### src/rtl/ram_slot_arbiter_if.sv
// Bundle of the CPU, video and SDRAM-controller signals around the slot arbiter.
// The arbiter uses the slave view; requesters and the controller use the master view.
interface ram_slot_arbiter_if;
  logic        slot_start;
  logic        cpu_req;
  logic        cpu_we;
  logic [23:0] cpu_addr;
  logic [1:0]  cpu_ds;
  logic [15:0] cpu_din;
  logic        cpu_ack;
  logic [15:0] cpu_dout;
  logic        vid_req;
  logic [23:0] vid_addr;
  logic        vid_ack;
  logic [15:0] vid_dout;
  logic        mem_oe;
  logic        mem_we;
  logic [23:0] mem_addr;
  logic [1:0]  mem_ds;
  logic [15:0] mem_din;
  logic [15:0] mem_dout;

  modport slave (
    input  slot_start, cpu_req, cpu_we, cpu_addr, cpu_ds, cpu_din,
    input  vid_req, vid_addr, mem_dout,
    output cpu_ack, cpu_dout, vid_ack, vid_dout,
    output mem_oe, mem_we, mem_addr, mem_ds, mem_din
  );

  modport master (
    output slot_start, cpu_req, cpu_we, cpu_addr, cpu_ds, cpu_din,
    output vid_req, vid_addr, mem_dout,
    input  cpu_ack, cpu_dout, vid_ack, vid_dout,
    input  mem_oe, mem_we, mem_addr, mem_ds, mem_din
  );
endinterface

### src/rtl/ram_slot_arbiter.sv
// Slot-based SDRAM arbiter between a CPU port and a video read port.
// Define RAM_SLOT_ARBITER_ROUND_ROBIN_EN for round-robin ties; otherwise video wins ties.
module ram_slot_arbiter (
  input logic            clk_64,
  input logic            reset,
  ram_slot_arbiter_if.slave bus
);

  typedef enum logic [1:0] {SLOT_IDLE, SLOT_CPU, SLOT_VID} slot_t;

  slot_t       state;
  slot_t       state_next;
  logic [2:0]  phase;
  logic        cpu_elig;
  logic        vid_elig;
  logic        done;
  logic        oe_r;
  logic        we_r;
  logic [23:0] addr_r;
  logic [1:0]  ds_r;
  logic [15:0] din_r;
  logic        cpu_ack_r;
  logic        vid_ack_r;
  logic [15:0] cpu_dout_r;
  logic [15:0] vid_dout_r;

`ifdef RAM_SLOT_ARBITER_ROUND_ROBIN_EN
  logic vid_next;

  always_ff @(posedge clk_64) begin
    if (reset) begin
      vid_next <= 1'b0;
    end else if (bus.slot_start && state_next == SLOT_CPU) begin
      vid_next <= 1'b1;
    end else if (bus.slot_start && state_next == SLOT_VID) begin
      vid_next <= 1'b0;
    end
  end
`endif

  // A port acked in the slot_start cycle is excluded so it cannot be served twice in a row.
  always_comb begin
    cpu_elig   = bus.cpu_req & ~cpu_ack_r;
    vid_elig   = bus.vid_req & ~vid_ack_r;
    state_next = state;
    done       = 1'b0;
    if (bus.slot_start) begin
      if (vid_elig && cpu_elig) begin
`ifdef RAM_SLOT_ARBITER_ROUND_ROBIN_EN
        state_next = vid_next ? SLOT_VID : SLOT_CPU;
`else
        state_next = SLOT_VID;
`endif
      end else if (vid_elig) begin
        state_next = SLOT_VID;
      end else if (cpu_elig) begin
        state_next = SLOT_CPU;
      end else begin
        state_next = SLOT_IDLE;
      end
    end else if (phase == 3'd6 && state != SLOT_IDLE) begin
      done = 1'b1;
    end
  end

  always_ff @(posedge clk_64) begin
    if (reset) begin
      state <= SLOT_IDLE;
    end else begin
      state <= state_next;
    end
  end

  always_ff @(posedge clk_64) begin
    if (reset) begin
      phase <= 3'd7;
    end else if (bus.slot_start) begin
      phase <= 3'd0;
    end else if (phase != 3'd7) begin
      phase <= phase + 3'd1;
    end
  end

  // Command fields change only on slot boundaries and are held for the whole slot.
  always_ff @(posedge clk_64) begin
    if (reset) begin
      oe_r   <= 1'b0;
      we_r   <= 1'b0;
      addr_r <= '0;
      ds_r   <= '0;
      din_r  <= '0;
    end else if (bus.slot_start) begin
      case (state_next)
        SLOT_VID: begin
          oe_r   <= 1'b1;
          we_r   <= 1'b0;
          addr_r <= bus.vid_addr;
          ds_r   <= 2'b11;
          din_r  <= '0;
        end
        SLOT_CPU: begin
          oe_r   <= ~bus.cpu_we;
          we_r   <= bus.cpu_we;
          addr_r <= bus.cpu_addr;
          ds_r   <= bus.cpu_we ? bus.cpu_ds : 2'b11;
          din_r  <= bus.cpu_din;
        end
        default: begin
          oe_r   <= 1'b0;
          we_r   <= 1'b0;
          addr_r <= '0;
          ds_r   <= '0;
          din_r  <= '0;
        end
      endcase
    end
  end

  always_ff @(posedge clk_64) begin
    if (reset) begin
      cpu_ack_r  <= 1'b0;
      vid_ack_r  <= 1'b0;
      cpu_dout_r <= '0;
      vid_dout_r <= '0;
    end else begin
      cpu_ack_r <= done && state == SLOT_CPU;
      vid_ack_r <= done && state == SLOT_VID;
      if (done && state == SLOT_VID) begin
        vid_dout_r <= bus.mem_dout;
      end
      if (done && state == SLOT_CPU && !we_r) begin
        cpu_dout_r <= bus.mem_dout;
      end
    end
  end

  assign bus.mem_oe   = oe_r;
  assign bus.mem_we   = we_r;
  assign bus.mem_addr = addr_r;
  assign bus.mem_ds   = ds_r;
  assign bus.mem_din  = din_r;
  assign bus.cpu_ack  = cpu_ack_r;
  assign bus.cpu_dout = cpu_dout_r;
  assign bus.vid_ack  = vid_ack_r;
  assign bus.vid_dout = vid_dout_r;

endmodule
### src/flat_wrapper.sv
// flat-port wrapper written by rule: the top's interface ports become plain ports
module ram_slot_arbiter_flat 
  (clk_64, reset, bus_slot_start, bus_cpu_req, bus_cpu_we, bus_cpu_addr, bus_cpu_ds, bus_cpu_din, bus_vid_req, bus_vid_addr, bus_mem_dout, bus_cpu_ack, bus_cpu_dout, bus_vid_ack, bus_vid_dout, bus_mem_oe, bus_mem_we, bus_mem_addr, bus_mem_ds, bus_mem_din);
  ram_slot_arbiter_if bus_i ();
  input logic clk_64;
  input logic reset;
  input wire logic [$bits(bus_i.slot_start)-1:0] bus_slot_start;
  input wire logic [$bits(bus_i.cpu_req)-1:0] bus_cpu_req;
  input wire logic [$bits(bus_i.cpu_we)-1:0] bus_cpu_we;
  input wire logic [$bits(bus_i.cpu_addr)-1:0] bus_cpu_addr;
  input wire logic [$bits(bus_i.cpu_ds)-1:0] bus_cpu_ds;
  input wire logic [$bits(bus_i.cpu_din)-1:0] bus_cpu_din;
  input wire logic [$bits(bus_i.vid_req)-1:0] bus_vid_req;
  input wire logic [$bits(bus_i.vid_addr)-1:0] bus_vid_addr;
  input wire logic [$bits(bus_i.mem_dout)-1:0] bus_mem_dout;
  output wire logic [$bits(bus_i.cpu_ack)-1:0] bus_cpu_ack;
  output wire logic [$bits(bus_i.cpu_dout)-1:0] bus_cpu_dout;
  output wire logic [$bits(bus_i.vid_ack)-1:0] bus_vid_ack;
  output wire logic [$bits(bus_i.vid_dout)-1:0] bus_vid_dout;
  output wire logic [$bits(bus_i.mem_oe)-1:0] bus_mem_oe;
  output wire logic [$bits(bus_i.mem_we)-1:0] bus_mem_we;
  output wire logic [$bits(bus_i.mem_addr)-1:0] bus_mem_addr;
  output wire logic [$bits(bus_i.mem_ds)-1:0] bus_mem_ds;
  output wire logic [$bits(bus_i.mem_din)-1:0] bus_mem_din;
  assign bus_i.slot_start = bus_slot_start;
  assign bus_i.cpu_req = bus_cpu_req;
  assign bus_i.cpu_we = bus_cpu_we;
  assign bus_i.cpu_addr = bus_cpu_addr;
  assign bus_i.cpu_ds = bus_cpu_ds;
  assign bus_i.cpu_din = bus_cpu_din;
  assign bus_i.vid_req = bus_vid_req;
  assign bus_i.vid_addr = bus_vid_addr;
  assign bus_i.mem_dout = bus_mem_dout;
  assign bus_cpu_ack = bus_i.cpu_ack;
  assign bus_cpu_dout = bus_i.cpu_dout;
  assign bus_vid_ack = bus_i.vid_ack;
  assign bus_vid_dout = bus_i.vid_dout;
  assign bus_mem_oe = bus_i.mem_oe;
  assign bus_mem_we = bus_i.mem_we;
  assign bus_mem_addr = bus_i.mem_addr;
  assign bus_mem_ds = bus_i.mem_ds;
  assign bus_mem_din = bus_i.mem_din;
  ram_slot_arbiter u_core (.clk_64(clk_64), .reset(reset), .bus(bus_i));
endmodule
### config.mk
export PLATFORM = sky130hd
export DESIGN_NAME = ram_slot_arbiter_flat
export DESIGN_NICKNAME = d
export VERILOG_FILES = /design/src/rtl/ram_slot_arbiter_if.sv /design/src/rtl/ram_slot_arbiter.sv /design/src/flat_wrapper.sv
export SDC_FILE = /design/constraint.sdc
export NUM_CORES = 1
export LEC_CHECK = 0
export ABC_AREA = 1
export ABC_CLOCK_PERIOD_IN_PS = 4300
export CAP_MARGIN = 20
export CORE_MARGIN = 10
export CORE_UTILIZATION = 37
export DETAILED_ROUTE_END_ITERATION = 10
export PLACE_DENSITY = 0.73
export SYNTH_ARGS = -nofsm -noshare
export SYNTH_HDL_FRONTEND = slang
export SYNTH_SLANG_ARGS = --single-unit
### constraint.sdc
create_clock -name clk_64 -period 4.3 [get_ports clk_64]
set_input_delay 0.43 -clock clk_64 [delete_from_list [all_inputs] [get_ports clk_64]]
set_output_delay 0.43 -clock clk_64 [all_outputs]
set_load 0.03 [all_outputs]
==> results by group, run 1 <==
Status
  – Status: completed

Clock network
  – TritonCTS clock tree: built
  – Postcts setup bufs: 0
  – H-tree lvl count: 3
  – Root Buffer Master: clkbuf_8
  – Clk sinks: just over 80
  – Number of gates resized after CTS: 0
  – Clk Latency, worst-skew pair: 0.34 ns
  – CTS Buf Count: 9
  – Hold buffers post-CTS: 0
  – CTS clk-pin slew, worst paths: 0.08 ns
  – Clk buf depth: 2

Route
  – Post-DRT Antenna Nets: 0
  – Per-cell routed wire length: 14.7 um
  – First drt pass iteration count: 4
  – Via count: around 3700
  – 1st-iter DRT viols: approximately 170
  – Final wirelength: 11900 um
  – DRC: 0
  – Vias/cell: 4.54

Place
  – Placed cells: 795
  – Port bufs: 165
  – Dpl hpwl: 9180 um
  – GPL Wtd Cong: 0.902
  – Post-DP Area: 5290 um2

Floorplan
  – Initial core utilization: between 30% and 40%
  – Cell Rows: 35
  – Die Wd: between 100 and 150 um
  – Die area: 14000 um2
  – Core area: slightly above 9000 um2
  – Top Ports: 166
  – Die H: 118 um

Min path
  – Worst min-delay path startpoint: u_core.bus.mem_din[3]$_SDFFE_PP0P_
  – HP Class: reg2reg
  – Hold Crit Endpoint: u_core.bus.mem_din[3]$_SDFFE_PP0P_
  – WHS Path Cells: 2

Timing
  – RSZ-0062 raised after global routing: no
  – Finish-stage setup viols: 0
  – Fin crit share: 62.3%
  – Crit path time final: 2.68 ns
  – Rel. slew slack: 36.8%
  – F_max: 0.374 GHz
  – Max Clock Skew: 0.00793 ns
  – Least-Margin Pin Slew: 0.947 ns
  – Sum of negative setup slack: 0 ns
  – Pins Over Slew Limit: 0
  – Final hold vios: 0

Worst setup path
  – Critical path fanouts, max: 25
  – Data arrival, critical path: 2.95 ns
  – Worst R2R End: u_core.bus.mem_ds[0]$_SDFFE_PP0P_
  – Worst r2r path cells: 11
  – Crit path kind: in2reg
  – R2R Setup Slk: 2.04 ns
  – Worst R2R Start: u_core.bus.vid_ack$_SDFF_PP0_
  – Crit end category: flip-flop
  – Startpoint types: input pin
  – Worst EP required: ~4.6 ns

Final layout
  – Area growth syn-to-layout: 52.6%
  – Final Cell Area: 5470 um2
  – Layout cell share with drive strength beyond 1: between 3 and 4%
  – Multi-input gate area: 1550 um2
  – Filler cells: 923
  – NumNets Final: 770
  – Non-filler cells, final: 809
  – Diodes inserted: 0
  – Seq. cell area: 1660 um2

GRT
  – First-pass GRT wire length: 19200 um
  – Pin count of the biggest net entering global routing: 50
  – Vias in the first global route: about 3700
  – Antenna violations before repair: 0
  – Global route overflow: 0
  – GRT Total Usage: 16.6%

Power
  – Power Density: around 290 nW/um2
  – P_leak: 0.00219 uW
  – Max VDD drop: 0.158 mV

Synthesis
  – Syn_area_per_cell: 6.79 um2
  – Post-Synthesis Cells: 528
  – Top-area cell type share of the netlist area: between 40% and 50%
  – Synth Warn #: 0
  – Area leader, netlist: dfxtp_1
  – Synth cell types: 23
  – Register area share after synthesis: a little under half
  – Synthesized Nets: 621
  – Yosys reg bits: between 80 and 90
  – Synthesized area: 3580 um2
  – Synth top area cells: dfxtp_1 (46%), nand2_1 (19%), a21oi_1 (6.1%)

Run
  – Max Cap Viol: 0
[cells in the final DEF (no fill, tap or decap)]
master           count
inv_1               58
ha_1                 5
clkdlybuf4s50_1    164
nand2_2              1
nor3_4               1
clkinvlp_4           1
clkinv_1             1
clkbuf_1             2
nor3b_1              1
buf_4                4
a21boi_0             2
a21oi_1             44
o311ai_0             1
nand2_1            184
o21ai_0              9
inv_2                3
clkbuf_8            10
nor2_4               1
buf_2                1
o21ai_1              9
nand4_1             17
nor2_1              57
nand3_1             19
dfxtp_1             83
bufinv_16            1
nand3_2              1
[worst max-delay path, cell delays in order]
cell             delay (ns)
clkdlybuf4s50_1        0.60
o21ai_0                0.40
inv_1                  0.08
ha_1                   0.27
inv_1                  0.05
nand2_1                0.05
inv_1                  0.54
o21ai_0                0.29
a21oi_1                0.22
[Yosys cell counts]
cell        n
buf_6       2
nor2_1     57
a21oi_1    44
inv_1      58
nor2_4      1
nor3_4      1
o311ai_0    1
nand2_1   184
buf_1       3
nand3_2     1
o21ai_0     9
clkbuf_1   25
dfxtp_1    83
o21ai_1     9
a21boi_0    2
nand2_2     1
nand3_1    19
inv_2       3
ha_1        5
buf_4       1
nand4_1    17
clkinv_1    1
nor3b_1     1
[stage by stage]
stage	hold slack (ns)	setup WS (ns)	util [%]	power, uW
after detailed placement	0.458	1.24	56.7	1070
after floorplan	0.457	2.23	-	936
after global routing	0.484	1.30	58.6	1670
after CTS	0.467	1.60	58.6	1610
after global placement	0.452	1.37	56.7	1070
final	0.465	1.62	58.6	1590
[logic make-up (layout without fill, tap and decap cells)]
| group | after synthesis | after routing | synth area share [%] |
|---|---|---|---|
| AOI/OAI and AO/OA | 65 | 65 | 9.32 |
| buffers and inverters | 93 | 245 | 10.3 |
| DFF | 83 | 83 | 46.4 |
| and+or+nand+nor | 282 | 282 | 32.3 |
| adders and majority gates | 5 | 5 | 1.75 |
[state kept, by name, summed over array words and instances (netlist names)]
signal / count
u_core.phase: 3
u_core.bus.vid_dout: 16
u_core.bus.mem_oe: 1
u_core.bus.mem_ds: 2
u_core.bus.vid_ack: 1
u_core.bus.mem_we: 1
u_core.bus.mem_din: 16
u_core.bus.cpu_dout: 16
u_core.state: 2
u_core.bus.mem_addr: 24
u_core.bus.cpu_ack: 1
[worst max path at each step]
| stage | slack, ns | cells past startpoint | to | startpoint |
|---|---|---|---|---|
| 2_1_floorplan | 2.23 | 12 | u_core.bus.mem_addr[3]$_SDFFE_PP0P_ | bus_slot_start |
| 3_3_place_gp | 1.37 | 9 | u_core.bus.mem_ds[1]$_SDFFE_PP0P_ | bus_slot_start |
| 3_5_place_dp | 1.24 | 9 | u_core.bus.mem_ds[0]$_SDFFE_PP0P_ | bus_slot_start |
| 4_1_cts | 1.60 | 9 | u_core.bus.mem_ds[0]$_SDFFE_PP0P_ | bus_slot_start |
| 5_1_grt | 1.30 | 9 | u_core.bus.mem_oe$_SDFFE_PP0P_ | bus_slot_start |
| 6_report | 1.62 | 9 | u_core.bus.mem_ds[0]$_SDFFE_PP0P_ | bus_slot_start |
[power by group]
| group | internal [uW] | switching, uW |
|---|---|---|
| registers | 786 | 11.2 |
| logic | 124 | 131 |
| clock network | 279 | 260 |
| total | 1190 | 402 |
[per-layer routing]
layer / track usage (%) / vias up / wire length (um)
li1: - / 1925 / -
met1: 19.1 / 1593 / 5260
met2: 25.5 / 143 / 5030
met3: 9.80 / 13 / 1440
met4: 5.04 / 0 / 187
met5: 0 / - / 0
[area by class of cell]
class                   instances  share of cell area [%]
clock buffers                  12                    2.65
flip-flops and latches         83                    30.4
repair buffers                169                    30.7
clock inverters                 2                   0.686
multi-input cells             352                    28.4
inverters                      62                    4.26
well taps                     129                    2.95
No activity file was read; power rests on OpenSTA's default activity.
==> inputs of run 2 (changes only) <==
--- a/config.mk
+++ b/config.mk
@@ -6,7 +6,7 @@
 export NUM_CORES = 1
 export LEC_CHECK = 0
 export ABC_AREA = 1
-export ABC_CLOCK_PERIOD_IN_PS = 4300
+export ABC_CLOCK_PERIOD_IN_PS = 2800
 export CAP_MARGIN = 20
 export CORE_MARGIN = 10
 export CORE_UTILIZATION = 37
==> constraint.sdc (replaced) <==
create_clock -name clk_64 -period 2.8 [get_ports clk_64]
set_input_delay 0.28 -clock clk_64 [delete_from_list [all_inputs] [get_ports clk_64]]
set_output_delay 0.28 -clock clk_64 [all_outputs]
set_load 0.03 [all_outputs]
==> run 2 against run 1 <==
  * Utilization is 1.0 points higher
  * Clock skew hardly changed
  * Non-clock buffer count is 5 higher
  * Die area stayed put
  * Hold slack better by 0.00095 ns
  * Count of clock-buffer cells in the layout stayed put
  * Largest cell class unchanged
==> results by group, run 2 (synthesis results as in run 1) <==
Status
  – Status: completed

Clock network
  – TritonCTS clock tree: built
  – Root Buffer Master: clkbuf_8
  – H-tree lvl count: 3 (unchanged)
  – CTS Buf Count: 9 (unchanged)
  – CTS clk-pin slew, worst paths: 0.08 ns (about the same)
  – Clk buf depth: 2 (unchanged)
  – Clk Latency, worst-skew pair: 0.34 ns (about the same)
  – Hold buffers post-CTS: 0 (unchanged)
  – Postcts setup bufs: 0 (unchanged)
  – Clk sinks: 83 (unchanged)
  – Number of gates resized after CTS: 0 (unchanged)

GRT
  – Vias in the first global route: 3801 (+2.8%)
  – Pin count of the biggest net entering global routing: 49 (-2.0%)
  – Antenna violations before repair: 0 (unchanged)
  – GRT Total Usage: 16.7% (+0.053 points)
  – First-pass GRT wire length: 19300 um (+0.40%)
  – Global route overflow: 0 (unchanged)

Route
  – Final wirelength: 12000 um (+0.53%)
  – Post-DRT Antenna Nets: 0 (unchanged)
  – Via count: 3740 (+1.8%)
  – Vias/cell: 4.58 (+0.92%)
  – First drt pass iteration count: 4 (unchanged)
  – Per-cell routed wire length: 14.7 um (-0.33%)
  – 1st-iter DRT viols: 154 (-8.3%)
  – DRC: 0 (unchanged)

Floorplan
  – Initial core utilization: 38.4% (unchanged)
  – Top Ports: 166 (unchanged)
  – Die H: 118 um (unchanged)
  – Die area: 14000 um2 (unchanged)
  – Die Wd: 118 um (unchanged)
  – Core area: 9330 um2 (unchanged)
  – Cell Rows: 35 (unchanged)

Power
  – Max VDD drop: 0.276 mV (+75%)
  – P_leak: 0.00225 uW (+2.5%)
  – Power Density: 478 nW/um2 (+64%)

Final layout
  – Commonest non-fill, non-tap cells in the layout: nand2_1 (184), clkdlybuf4s50_1 (164), dfxtp_1 (83)
  – Max reg flops: 24 (unchanged)
  – Most common cell after layout, fill and taps aside: nand2_1
  – Filler cells: 866 (-6.2%)
  – Seq. cell area: 1660 um2 (unchanged)
  – Diodes inserted: 0 (unchanged)
  – Area growth syn-to-layout: 55.3%
  – NumNets Final: 775 (+0.65%)
  – Multi-input gate area: 1550 um2 (unchanged)
  – Post-layout util: 59.7% (+1.0 points)
  – Layout cell share with drive strength beyond 1: 4.51% (+0.98 points)

Min path
  – HP Class: reg2reg

Place
  – Port bufs: 165 (unchanged)
  – Dpl hpwl: 9220 um (+0.48%)
  – GPL Wtd Cong: 0.904 (+0.16%)

Worst setup path
  – Worst EP required: 3.07 ns (-1.50 ns)
  – Startpoint types: input pin
  – Critical path fanouts, max: 25 (unchanged)
  – Crit end category: flip-flop
  – Data arrival, critical path: 2.51 ns (-0.44 ns)
  – Crit path kind: in2reg

Timing
  – Finish-stage setup viols: 0 (unchanged)
  – Crit path time final: 2.24 ns
  – Least-Margin Pin Slew: 0.930 ns (-0.0177 ns)
  – Fin crit share: 80.0%
  – Pins Over Slew Limit: 0 (unchanged)
  – Max Clock Skew: 0.00832 ns (+0.000383 ns)
  – Final hold vios: 0 (unchanged)
  – F_max: 0.447 GHz
  – Rel. slew slack: 38.0% (+1.2 points)
  – RSZ-0062 raised after global routing: no
  – Sum of negative setup slack: 0 ns (unchanged)
  – Hold_ws: 0.466 ns (+0.000947 ns)

Run
  – Max Cap Viol: 0 (unchanged)
-- run 2: cell count changes in the layout (fill, tap and decap cells not counted) --
cell and delta:
bufinv_16 +2, buf_4 +5
-- run 2: path summary, 6_finish.rpt --
path,start,end,slack (ns),depth (start not counted)
worst max-delay path,bus_slot_start,u_core.bus.mem_ds[1]$_SDFFE_PP0P_,0.56,6
worst min-delay path,u_core.bus.mem_addr[5]$_SDFFE_PP0P_,u_core.bus.mem_addr[5]$_SDFFE_PP0P_,0.47,2
worst max register to register,u_core.bus.vid_ack$_SDFF_PP0_,u_core.bus.mem_ds[1]$_SDFFE_PP0P_,0.74,8
worst min register to register,u_core.bus.mem_addr[5]$_SDFFE_PP0P_,u_core.bus.mem_addr[5]$_SDFFE_PP0P_,0.47,2
-- run 2: worst max-delay path, cell delays in order --
cell             delay, ns
clkdlybuf4s50_1       0.67
o21ai_0               0.23
inv_1                 0.10
ha_1                  0.72
o21ai_0               0.30
a21oi_1               0.20
-- run 2: final cells by class --
| type | count | area share (%) |
|---|---|---|
| clock inverter | 4 | 1.75 |
| multi-input combinational | 352 | 27.9 |
| tap | 129 | 2.90 |
| sequential | 83 | 29.8 |
| timing repair buffer | 174 | 30.8 |
| clock buffer | 12 | 2.61 |
| inverter | 62 | 4.18 |
-- run 2: per-stage QoR --
step                      total power [uW]  worst slack, ns  cells  instance area, um2
after floorplan                       1440            0.885    528                3580
after global placement                1650            0.263    800                5320
after detailed placement              1650            0.162    800                5320
after CTS                             2690            0.474    816                5570
after global routing                  2780            0.301    816                5570
final                                 2660            0.561    816                5570
-- run 2: power breakdown --
part | leakage [uW] | switching (uW) | internal, uW | total, uW
Combinational | 0.00146 | 203 | 196 | 400
Sequential | 0.000672 | 17.1 | 1210 | 1220
Clock | 0.000117 | 418 | 618 | 1040
-- run 2: per-layer routing --
metal / wire (um) / share of wire [%] / GRT usage [%]
met4: 106 / 0.88 / 4.89
met3: 1790 / 15 / 11.4
met5: 0 / 0 / 0
met2: 5120 / 43 / 25.6
met1: 4970 / 41 / 18.3
==> inputs of run 3 (changes only) <==
--- a/config.mk
+++ b/config.mk
@@ -6,7 +6,7 @@
 export NUM_CORES = 1
 export LEC_CHECK = 0
 export ABC_AREA = 1
-export ABC_CLOCK_PERIOD_IN_PS = 2800
+export ABC_CLOCK_PERIOD_IN_PS = 2200
 export CAP_MARGIN = 20
 export CORE_MARGIN = 10
 export CORE_UTILIZATION = 37
==> constraint.sdc (replaced) <==
create_clock -name clk_64 -period 2.2 [get_ports clk_64]
set_input_delay 0.22 -clock clk_64 [delete_from_list [all_inputs] [get_ports clk_64]]
set_output_delay 0.22 -clock clk_64 [all_outputs]
set_load 0.03 [all_outputs]
==> run 3 against run 2 <==
  * Setup slack lost 0.20 ns
  * Flip-flop and latch count unchanged
  * Die area stayed put
  * Count of clock-buffer cells in the layout shrank 3
  * Wire length about the same
  * Utilization increased by 0.43 points
  * Hold slack got worse by 0.24 ns
  * Sequential share of layout area is 0.21 points lower
  * Combinational power rose by 28%
  * Final area rose by 0.72%
  * Via count up 1.0%
  * Clock skew is 0.0029 ns higher
  * Critical path type unchanged
  * Critical endpoint is now u_core.bus.mem_addr[5]$_SDFFE_PP0P_
  * Highest routed layer unchanged
==> results by group, run 3 (synthesis results as in run 1) <==
Route
  – Post-DRT Antenna Nets: 0 (unchanged)
  – Via count: 3778 (+1.0%)
  – Per-cell routed wire length: 14.6 um (-0.42%)
  – Final wirelength: 12000 um (about the same)
  – DRC: 0 (unchanged)
  – First drt pass iteration count: 4 (unchanged)
  – Vias/cell: 4.61 (+0.52%)
  – 1st-iter DRT viols: 146 (-5.2%)

Worst setup path
  – Slowest CP cell: clkdlybuf4s50_1
  – Family with the most delay on the worst path: buffers and inverters
  – Critical path fanouts, max: 14 (-44%)
  – Most frequent CP cell: inv_1
  – Worst path cell trace: clkdlybuf4s50_1 > o21ai_0 > inv_1 > ha_1 > inv_1 > nand2_1 > inv_1 > buf_4 > nand2_1 > a21oi_1
  – CP peak stage delay: 0.57 ns (-0.15 ns)
  – Crit end category: flip-flop
  – Buf/Inv on CP: 5 (+3)
  – Crit path kind: in2reg
  – Worst EP required: 2.48 ns (-0.59 ns)
  – Startpoint types: input pin
  – Data arrival, critical path: 2.11 ns (-0.40 ns)

Clock network
  – Clk Latency, worst-skew pair: 0.35 ns (about the same)
  – Number of gates resized after CTS: 0 (unchanged)
  – TritonCTS clock tree: built
  – Clk buf depth: 2 (unchanged)
  – Root Buffer Master: clkbuf_8
  – H-tree lvl count: 3 (unchanged)
  – Clk sinks: 83 (unchanged)
  – CTS Buf Count: 9 (unchanged)
  – CTS clk-pin slew, worst paths: 0.08 ns (about the same)
  – Hold buffers post-CTS: 0 (unchanged)
  – Postcts setup bufs: 0 (unchanged)

Place
  – Post-DP Area: 5370 um2 (+0.80%)
  – GPL Wtd Cong: 0.874 (-3.3%)
  – Port bufs: 165 (unchanged)
  – Dpl hpwl: 9420 um (+2.1%)
  – Placed cells: 804 (+0.50%)
  – Worst slack, placed: 0.00300 ns (-0.159 ns)

Final layout
  – Commonest non-fill, non-tap cells in the layout: nand2_1 (184), clkdlybuf4s50_1 (164), dfxtp_1 (83)
  – Diodes inserted: 0 (unchanged)
  – Max reg flops: 24 (unchanged)
  – NumNets Final: 779 (+0.52%)
  – Area growth syn-to-layout: 56.5%
  – Final Cell Area: 5610 um2 (+0.72%)
  – Layout cell share with drive strength beyond 1: 5.35% (+0.84 points)
  – Non-filler cells, final: 820 (+0.49%)
  – Most common cell after layout, fill and taps aside: nand2_1

Power
  – Power Density: 605 nW/um2 (+27%)
  – P_leak: 0.00227 uW (+1.1%)
  – Max VDD drop: 0.267 mV (-3.3%)

Floorplan
  – Die area: 14000 um2 (unchanged)
  – Die Wd: 118 um (unchanged)
  – Initial core utilization: 38.4% (unchanged)
  – Die H: 118 um (unchanged)
  – Top Ports: 166 (unchanged)
  – Cell Rows: 35 (unchanged)
  – Core area: 9330 um2 (unchanged)

Timing
  – Rel. slew slack: 71.0% (+33 points)
  – F_max: 0.545 GHz
  – Fin crit share: ~83%
  – Setup ws final: 0.364 ns (-0.197 ns)
  – Max Clock Skew: 0.0112 ns (+0.00293 ns)
  – Pins Over Slew Limit: 0 (unchanged)
  – Sum of negative setup slack: 0 ns (unchanged)
  – Crit path time final: 1.84 ns
  – Least-Margin Pin Slew: 0.432 ns (-0.497 ns)
  – RSZ-0062 raised after global routing: no
  – Final hold vios: 0 (unchanged)
  – Hold_ws: 0.228 ns (-0.238 ns)
  – Finish-stage setup viols: 0 (unchanged)

GRT
  – First-pass GRT wire length: 19500 um (+0.90%)
  – GRT Total Usage: 16.8% (+0.11 points)
  – Pin count of the biggest net entering global routing: 45 (-8.2%)
  – Global route overflow: 0 (unchanged)
  – Vias in the first global route: 3922 (+3.2%)
  – Antenna violations before repair: 0 (unchanged)

Min path
  – HP Class: in2reg

Run
  – Max Cap Viol: 0 (unchanged)

Status
  – Status: completed
-- run 3: changes by cell type in the layout (fill, tap and decap cells not counted), sizes merged --
cell	previous run	this run
buf	10	14
clkbuf	12	9
clkinv	1	4
-- run 3: final timing paths --
kind	startpoint	to	slack [ns]	cells after the start
setup / recovery	bus_slot_start	u_core.bus.mem_addr[5]$_SDFFE_PP0P_	0.36	10
hold / removal	reset	u_core.bus.vid_ack$_SDFF_PP0_	0.23	2
setup reg to reg	u_core.phase[0]$_SDFFE_PP1P_	u_core.bus.vid_dout[15]$_SDFFE_PP0P_	0.44	8
hold reg to reg	u_core.bus.mem_din[13]$_SDFFE_PP0P_	u_core.bus.mem_din[13]$_SDFFE_PP0P_	0.47	2
-- run 3: metrics by stage --
stage                     util, %  total power (uW)
after CTS                    60.1              3420
after global routing         60.1              3520
final                        60.1              3390
after floorplan                 -              1830
after global placement       57.5              2100
after detailed placement     57.5              2110
-- run 3: cell type report --
class / instances / area (um2)
fill: 905 / 3720
timing repair buffer: 178 / 1760
sequential: 83 / 1660
multi-input combinational: 352 / 1550
inverter: 62 / 233
tap: 129 / 161
clock buffer: 9 / 124
clock inverter: 7 / 116
-- run 3: per-layer routing --
| metal | GRT usage [%] | share of wire [%] | up-vias |
|---|---|---|---|
| li1 | - | - | 1942 |
| met1 | 17.8 | 40 | 1672 |
| met4 | 5.88 | 1.4 | 0 |
| met3 | 10.5 | 14 | 13 |
| met5 | 0 | 0 | - |
| met2 | 26.9 | 45 | 151 |
-- run 3: where the power goes --
group          internal [uW]  total [uW]  switching, uW
sequential              1540        1560           22.5
clock                    752        1320            568
combinational            254         514            260
